$ cat config.mk
export PLATFORM = sky130hd
export DESIGN_NAME = rr_pkt_arbiter
export DESIGN_NICKNAME = d
export VERILOG_FILES = /design/src/rtl/rdy_vld_pkg.sv /design/src/rtl/rr_pick.sv /design/src/rtl/rr_pkt_arbiter.sv
export SDC_FILE = /design/constraint.sdc
export NUM_CORES = 1
export LEC_CHECK = 0
export CAP_MARGIN = 20
export CELL_PAD_IN_SITES_DETAIL_PLACEMENT = 0
export CELL_PAD_IN_SITES_GLOBAL_PLACEMENT = 1
export CORE_MARGIN = 2
export CORE_UTILIZATION = 22
export CTS_CLUSTER_SIZE = 25
export DETAILED_ROUTE_END_ITERATION = 8
export GPL_TIMING_DRIVEN = 1
export PLACE_DENSITY_LB_ADDON = 0.3
export SYNTH_ARGS = -nofsm -noshare
export SYNTH_HDL_FRONTEND = slang
export SYNTH_HIERARCHICAL = 1
export SYNTH_SLANG_ARGS = --single-unit
$ cat constraint.sdc
create_clock -name clk -period 2.95 [get_ports clk]
set_clock_uncertainty 0.05 [all_clocks]
set_input_delay 0.295 -clock clk [delete_from_list [all_inputs] [get_ports clk]]
set_output_delay 0.295 -clock clk [all_outputs]
set_load 0.005 [all_outputs]
$ cat src/rtl/rdy_vld_pkg.sv
// Shared types and helpers for ready/valid arbitration blocks.
package rdy_vld_pkg;

  typedef enum logic {
    ARB_IDLE   = 1'b0,
    ARB_LOCKED = 1'b1
  } arb_state_e;

  // Width of an index into n requesters; never narrower than one bit.
  function automatic int id_width(input int n);
    return (n > 1) ? $clog2(n) : 1;
  endfunction

endpackage

$ cat src/rtl/rr_pick.sv
// Combinational round-robin picker: lowest set request at or after ptr, with wrap.
module rr_pick
  import rdy_vld_pkg::*;
#(
  parameter  int NUM_REQ = 4,
  localparam int IDW     = id_width(NUM_REQ)
) (
  input  logic [NUM_REQ-1:0] req,
  input  logic [IDW-1:0]     ptr,
  output logic [NUM_REQ-1:0] gnt_oh,
  output logic [IDW-1:0]     gnt_id,
  output logic               any
);

  logic [NUM_REQ-1:0]   w_mask;
  logic [2*NUM_REQ-1:0] w_dbl;

  always_comb begin
    // NOTE: every combinational output gets a default first so no path can infer a latch.
    w_mask = '0;
    gnt_id = '0;
    for (int i = 0; i < NUM_REQ; i++) w_mask[i] = (i >= int'(ptr));
    // Low half holds requests at/after ptr, high half the wrapped copy.
    w_dbl = {req, req & w_mask};
    for (int j = 2 * NUM_REQ - 1; j >= 0; j--)
      if (w_dbl[j]) gnt_id = IDW'(j % NUM_REQ);
    any    = |req;
    gnt_oh = any ? (NUM_REQ'(1) << gnt_id) : '0;
  end

endmodule

$ cat src/rtl/rr_pkt_arbiter.sv
// Packet-aware round-robin arbiter feeding one registered ready/valid output slice.
module rr_pkt_arbiter
  import rdy_vld_pkg::*;
#(
  parameter  int NUM_REQ = 4,
  parameter  int DWIDTH  = 32,
  localparam int IDW     = id_width(NUM_REQ)
) (
  input  logic                            clk,
  input  logic                            rst,
  input  logic [NUM_REQ-1:0]              vld_in,
  input  logic [NUM_REQ-1:0][DWIDTH-1:0]  din,
  input  logic [NUM_REQ-1:0]              last_in,
  output logic [NUM_REQ-1:0]              rdy_out,
  output logic                            vld_out,
  output logic [DWIDTH-1:0]               dout,
  output logic                            last_out,
  output logic [IDW-1:0]                  src_id,
  input  logic                            rdy_in
);

  arb_state_e         r_state, w_state_nxt;
  logic [IDW-1:0]     r_ptr, r_lock_id, r_src;
  logic [IDW-1:0]     w_pick_id, w_winner, w_ptr_nxt;
  logic [NUM_REQ-1:0] w_pick_oh;
  logic               w_pick_any, w_locked, w_slot_free, w_acc, w_win_last;
  logic               r_vld, r_last;
  logic [DWIDTH-1:0]  r_dout;

  rr_pick #(.NUM_REQ(NUM_REQ)) u_pick (
    .req    (vld_in),
    .ptr    (r_ptr),
    .gnt_oh (w_pick_oh),
    .gnt_id (w_pick_id),
    .any    (w_pick_any)
  );

  always_comb begin
    w_locked    = (r_state == ARB_LOCKED);
    w_slot_free = ~r_vld | rdy_in;
    w_winner    = w_locked ? r_lock_id : w_pick_id;
    w_win_last  = last_in[w_winner];
    w_acc       = w_slot_free & (w_locked ? vld_in[r_lock_id] : w_pick_any);
    w_ptr_nxt   = (w_winner == IDW'(NUM_REQ - 1)) ? '0 : w_winner + 1'b1;
    // A locked owner sees ready even while it idles between beats.
    rdy_out     = '0;
    if (w_slot_free) rdy_out = w_locked ? (NUM_REQ'(1) << r_lock_id) : w_pick_oh;
  end

  always_comb begin
    w_state_nxt = r_state;
    case (r_state)
      ARB_IDLE:   if (w_acc && !w_win_last) w_state_nxt = ARB_LOCKED;
      ARB_LOCKED: if (w_acc &&  w_win_last) w_state_nxt = ARB_IDLE;
    endcase
  end

  // NOTE: sequential state uses non-blocking assignments so every register samples pre-edge values.
  always_ff @(posedge clk) begin
    if (rst) begin
      r_state   <= ARB_IDLE;
      r_ptr     <= '0;
      r_lock_id <= '0;
      r_vld     <= 1'b0;
    end else begin
      r_state <= w_state_nxt;
      if (w_acc && !w_locked && !w_win_last) r_lock_id <= w_winner;
      if (w_acc && w_win_last) r_ptr <= w_ptr_nxt;
      if (w_acc)       r_vld <= 1'b1;
      else if (rdy_in) r_vld <= 1'b0;
    end
  end

  // NOTE: payload registers carry no reset; they are qualified by r_vld, which is reset.
  always_ff @(posedge clk) begin
    if (w_acc) begin
      r_dout <= din[w_winner];
      r_last <= w_win_last;
      r_src  <= w_winner;
    end
  end

  assign vld_out  = r_vld;
  assign dout     = r_dout;
  assign last_out = r_last;
  assign src_id   = r_src;

endmodule

Word level (Yosys, flattened, before mapping) --
Cells that the tools add are included. Widths: inputs -> output; s select.
Word-level totals: bits in registers 41, bits of input ports 139, word-level logic and storage cells 54
Operators by class: $add $sub $neg 1, magnitude comparators 5, equality and inequality tests 1, shift-type cells 2, multiplexer cells 25, bitwise gates (word level) 5, reduce and logical (&&, ||, !) cells 8
Operators by type and width (count):
- $bmux 32 s2 | 1
- $mux 32 | 1
- $mux 2 | 10
- $mux 4 | 3
- $shl 1x2->4 const A | 2
- $mux 1 | 7
- $lt 2x3->1 const B | 2
- $and 4x4->4 | 1
- $bmux 1 s2 | 2
- $ge 1x2->1 const A | 2
- $logic_and 1x1->1 | 4
- $reduce_or 4->1 | 1
- $add 2x1->2 const B | 1
- $eq 2x2->1 const B | 1
- $ge 2x2->1 const A | 1
- $logic_not 1->1 | 2
- $not 1->1 | 2
- $pmux 1 s2 | 1
- $reduce_bool 2->1 | 1
- $and 1x1->1 | 1
- $or 1x1->1 | 1

Logic depth before layout (Yosys ltp) --
word-level depth 15, depth in mapped cells 10

Hierarchy --
Netlist, hierarchy kept.
By module, submodules not included:
- rr_pkt_arbiter | instances 1, cells each 301, area an instance 2443.6 sq um
- rr_pick | instances 1, cells each 33, area an instance 205.2 sq um

Worst setup path after synthesis --
Ideal clock, no wire load.
path type reg-to-reg, start reg (tool-made name), end reg r_dout[0] (netlist: dout[0]), enable pin, setup time 0.429 ns, data arrival time 2.344 ns, data required time 2.471 ns, path slack 0.127 ns, stages on the path, launching flop included 4, cells stage by stage dfxtp_1 -> clkbuf_1 -> a21oi_1 -> nor2_1
RTL lines:
- to (signal assigned) | line rr_pkt_arbiter.sv:77 | r_dout <= din[w_winner];
- to (decl) | line rr_pkt_arbiter.sv:28 | logic [DWIDTH-1:0] r_dout;

Worst setup path in the final report --
start reg r_ptr[1], end reg r_dout[31] (netlist: dout[31]) (data pin)
On the way: longest elaborated chain between the ends 8
RTL lines:
- from (decl) | line rr_pkt_arbiter.sv:23 | logic [IDW-1:0] r_ptr, r_lock_id, r_src;
- from (signal assigned) | line rr_pkt_arbiter.sv:68 | if (w_acc && w_win_last) r_ptr <= w_ptr_nxt;
- $ge 2x2->1 | line rr_pick.sv:22 | for (int i = 0; i < NUM_REQ; i++) w_mask[i] = (i >= int'(ptr));
- $and 4x4->4 (*) | line rr_pick.sv:24 | w_dbl = {req, req & w_mask};
- $mux 2 (2 in a row) | line rr_pick.sv:26 | if (w_dbl[j]) gnt_id = IDW'(j % NUM_REQ);
- $mux 2 (*) | line rr_pick.sv:26
- named net w_pick_id[0] | line rr_pkt_arbiter.sv:24 | logic [IDW-1:0] w_pick_id, w_winner, w_ptr_nxt;
- $mux 2 (*) | line rr_pkt_arbiter.sv:41 | w_winner = w_locked ? r_lock_id : w_pick_id;
- $bmux 32 s2 (*) | line rr_pkt_arbiter.sv:77
- $mux 32 (implied by the code) (*) | line rr_pkt_arbiter.sv:77
Mark *: on every way through the listed nets, which the timed path passes. The rest lies on a longest branch. The select of a mux whose other input is x is not followed. A chain may end at the register's enable or synchronous reset.

==> impl_metrics.prom <==
# TYPE chip_impl_metric gauge
chip_impl_info{name="hp-start",value="r_ptr[0]"} 1
chip_impl_metric{name="ctsLongestPathBuffers",unit=""} 2
chip_impl_metric{name="totalWireLength",unit="µm"} 9491
chip_impl_metric{name="ioPinCount",unit=""} 179
chip_impl_metric{name="detail_route.wl_per_cell",unit="µm"} 14.51
chip_impl_metric{name="drt_first_pass_iters",unit=""} 4
chip_impl_metric{name="number_of_non_filler_instances_in_the_completed_layout",unit=""} 654
chip_impl_metric{name="worst-path-max-fanout",unit=""} 35
chip_impl_metric{name="overflow",unit=""} 0
chip_impl_metric{name="initial_antenna_violation_count",unit=""} 0
chip_impl_metric{name="placed_cell_area",unit="mm²"} 0.004647
chip_impl_metric{name="dpl.hpwl",unit="µm"} 7090
chip_impl_metric{name="p_leak",unit="nW"} 1.921
chip_impl_metric{name="synth.net_count",unit=""} 473
chip_impl_info{name="yosysMostFrequentCell",value="sky130_fd_sc_hd__nand2_1"} 1
chip_impl_metric{name="syn_area_per_cell",unit="µm²"} 7.931
chip_impl_metric{name="syn-cell-area",unit="mm²"} 0.002649
chip_impl_metric{name="power_density",unit="mW/mm²"} 600.9
chip_impl_metric{name="yosys.area.top_type_share",unit="%"} 39.68
chip_impl_info{name="min-delay-path-class",value="reg2reg"} 1
chip_impl_metric{name="tritoncts.num_buffers",unit=""} 5
chip_impl_metric{name="antenna_cells",unit=""} 0
chip_impl_info{name="r2r_start",value="r_ptr[1]"} 1
chip_impl_info{name="netlist_top_cells_count",value="sky130_fd_sc_hd__nand2_1, sky130_fd_sc_hd__edfxtp_1, sky130_fd_sc_hd__a31oi_1, sky130_fd_sc_hd__and3_1, sky130_fd_sc_hd__clkbuf_1"} 1
chip_impl_metric{name="timing.slew.headroom",unit="%"} 60.70
chip_impl_metric{name="finalCriticalPeriod",unit="ns"} 2.619
chip_impl_metric{name="synth_edf_count",unit=""} 35
chip_impl_metric{name="dieWidth",unit="µm"} 113.7
chip_impl_metric{name="timing.final.crit_share",unit="%"} 88.78
chip_impl_info{name="cp_top_family",value="buffers and inverters"} 1
chip_impl_info{name="timing.setup.critical_path_class",value="reg2reg"} 1
chip_impl_metric{name="timing.critical_path.buf_inv",unit=""} 3
chip_impl_metric{name="final_cell_area",unit="mm²"} 0.004785
chip_impl_metric{name="globalplace.congestion",unit=""} 0.8264
chip_impl_metric{name="fin_ws",unit="ns"} 0.3310
chip_impl_info{name="cp_cell_sequence",value="mux2i_1 -> nor2_1 -> a311oi_1 -> buf_4 -> mux2i_4 -> buf_4 -> buf_4 -> nand2_1 -> and3_1 -> a31oi_1"} 1
chip_impl_metric{name="floorplan.rows",unit=""} 40
chip_impl_metric{name="setup_viol",unit=""} 0
chip_impl_metric{name="pre_cts_ws",unit="ns"} 0.07114
chip_impl_metric{name="fin_nets",unit=""} 645
chip_impl_metric{name="share_of_final_layout_standard_cells_stronger_than_drive_strength_1",unit="%"} 5.325
chip_impl_metric{name="grt_use_total",unit="%"} 14.06
chip_impl_metric{name="critical-path-max-stage-delay",unit="ns"} 0.57
chip_impl_info{name="start_kind",value="flop"} 1
chip_impl_metric{name="flow.area_growth_from_synthesis",unit="%"} 80.63
chip_impl_metric{name="critical_path_required",unit="ns"} 3.02
chip_impl_metric{name="fillerInstances",unit=""} 1182
chip_impl_metric{name="post-place-cells",unit=""} 646
chip_impl_info{name="top_cells_by_area_synth",value="sky130_fd_sc_hd__edfxtp_1, sky130_fd_sc_hd__nand2_1, sky130_fd_sc_hd__a31oi_1"} 1
chip_impl_metric{name="yosys_register_bits",unit=""} 41
chip_impl_metric{name="final_hold_viol_count",unit=""} 0
chip_impl_metric{name="floorplan.initialDensity",unit="%"} 22.33
chip_impl_metric{name="grt_start_max_net_pins",unit=""} 36
chip_impl_metric{name="die-area",unit="mm²"} 0.01293
chip_impl_metric{name="clkTransAtPathRegs",unit="ns"} 0.06
chip_impl_metric{name="first_global_vias",unit=""} 2944
chip_impl_metric{name="synth_cell_type_count",unit=""} 35
chip_impl_info{name="critPathSlowestCell",value="sky130_fd_sc_hd__dfxtp_1"} 1
chip_impl_metric{name="drc",unit=""} 0
chip_impl_metric{name="vdd_ir_drop_max",unit="µV"} 193.4
chip_impl_metric{name="drt-initial-drc-count",unit=""} 148
chip_impl_metric{name="core-area",unit="mm²"} 0.01186
chip_impl_metric{name="crit_path_dat",unit="ns"} 2.69
chip_impl_info{name="critPathCaptureType",value="flop"} 1
chip_impl_metric{name="ant_nets",unit=""} 0
chip_impl_metric{name="setup-tns-final",unit="ns"} 0
chip_impl_metric{name="synthCells",unit=""} 334
chip_impl_metric{name="cts_post_setup_buffers_inserted",unit=""} 0
chip_impl_info{name="setup.worst_path.start",value="r_ptr[1]"} 1
chip_impl_info{name="clock_tree_from_tritoncts",value="done"} 1
chip_impl_metric{name="drv_slew",unit=""} 0
chip_impl_info{name="yosys.area.top_type",value="sky130_fd_sc_hd__edfxtp_1"} 1
chip_impl_info{name="commonest_register_cell_after_synthesis",value="sky130_fd_sc_hd__edfxtp_1"} 1
chip_impl_metric{name="cts.sink_count",unit=""} 41
chip_impl_metric{name="cts_hold_buf",unit=""} 0
chip_impl_metric{name="timing.fmax",unit="GHz"} 0.3818
chip_impl_info{name="clock-root-buffer",value="sky130_fd_sc_hd__clkbuf_16"} 1
chip_impl_metric{name="synth-async-reset-ratio",unit="%"} 0
chip_impl_metric{name="total_power",unit="mW"} 2.875
chip_impl_info{name="critical_path.most_common_cell",value="sky130_fd_sc_hd__buf_4"} 1
chip_impl_metric{name="htreeDepth",unit=""} 2
chip_impl_metric{name="synth.yosys.warnings",unit=""} 6
chip_impl_metric{name="global_route_wire_length_before_repair",unit="µm"} 14660
chip_impl_info{name="run_status",value="complete, no violations"} 1
chip_impl_info{name="setup_repair_after_global_routing_missed_its_margin",value="no"} 1
chip_impl_metric{name="timing.max_cap.violations",unit=""} 0
chip_impl_metric{name="route.detailed.vias_per_inst",unit=""} 4.711
chip_impl_metric{name="count_of_buffers_from_port_buffering",unit=""} 178
chip_impl_metric{name="dieHeight",unit="µm"} 113.7
chip_impl_metric{name="via_count",unit=""} 3081
chip_impl_metric{name="post_cts_resize_count",unit=""} 0
chip_impl_metric{name="ys_seq_area_share",unit="%"} 44.21
chip_impl_metric{name="worst_skew_pair.late_latency",unit="ns"} 0.28
chip_impl_metric{name="worst_pin_slew",unit="ns"} 0.5887
layer usage:
layer  part of all wire (%)  global-route usage (%)
met5                      0                       0
met4                   0.80                   2.683
met3                    9.5                   3.826
met2                     46                   23.63
met1                     43                   18.34
cells by family (layout without fill, tap and decap cells):
family	count (synthesis)	count (layout)	share of synthesized area [%]
flip-flops	41	41	44.21
AND/OR/NAND/NOR	194	194	32.50
AO/OA/AOI/OAI	61	61	14.50
buffers and inverters	31	204	4.912
multiplexers	7	7	3.873
path summary, 6_finish.rpt:
path | slack, ns | depth (start not counted) | end
hold / removal | 0.54 | 2 | r_ptr[0]
hold reg to reg | 0.54 | 2 | r_ptr[0]
setup reg to reg | 0.33 | 10 | dout[31]
setup / recovery | 0.33 | 10 | dout[31]
sequential cells by signal, summed over array words and instances (netlist names), named ones only:
| signal | flops |
|---|---|
| dout | 32 |
| last_out | 1 |
| vld_out | 1 |
| src_id | 2 |
| r_lock_id | 2 |
| r_ptr | 2 |
report_power, final:
part	internal (mW)	total, mW	switching [mW]
sequential	0.900	0.989	0.0886
combinational	0.758	1.36	0.604
clock	0.306	0.524	0.218
total	1.96	2.88	0.911
layout by cell type, fill, tap and decap left out, drive strengths merged, types with 8 or more instances in the layout:
| master | netlist | final |
|---|---|---|
| clkdlybuf4s50 | 0 | 178 |
| buf | 3 | 12 |
| a21oi | 14 | 14 |
| a31oi | 32 | 32 |
| nand2 | 136 | 136 |
| nor2 | 8 | 8 |
| edfxtp | 35 | 35 |
| and3 | 32 | 32 |
worst min-delay path: stages (launching register included):
cell and delay, ns:
sky130_fd_sc_hd__dfxtp_1 0.39, sky130_fd_sc_hd__nand2_1 0.10, sky130_fd_sc_hd__mux2i_1 0.06
stage by stage:
step                hold slack, ns  utilization [%]
finish                      0.5441            40.34
global route                0.5839            40.34
CTS                         0.5479            40.34
detailed placement          0.5383            39.18
global placement            0.5099            39.18
floorplan                   0.3141                -
area by class of cell:
type	count	area, µm²	area share, %
multi-input combinational	262	1373	28.69
tap	147	183.9	3.844
inverter	6	22.52	0.4707
clock buffer	5	125.1	2.615
clock inverter	3	12.51	0.2615
timing repair buffer	190	1897	39.64
sequential	41	1171	24.48
No activity file was read; power rests on OpenSTA's default activity.
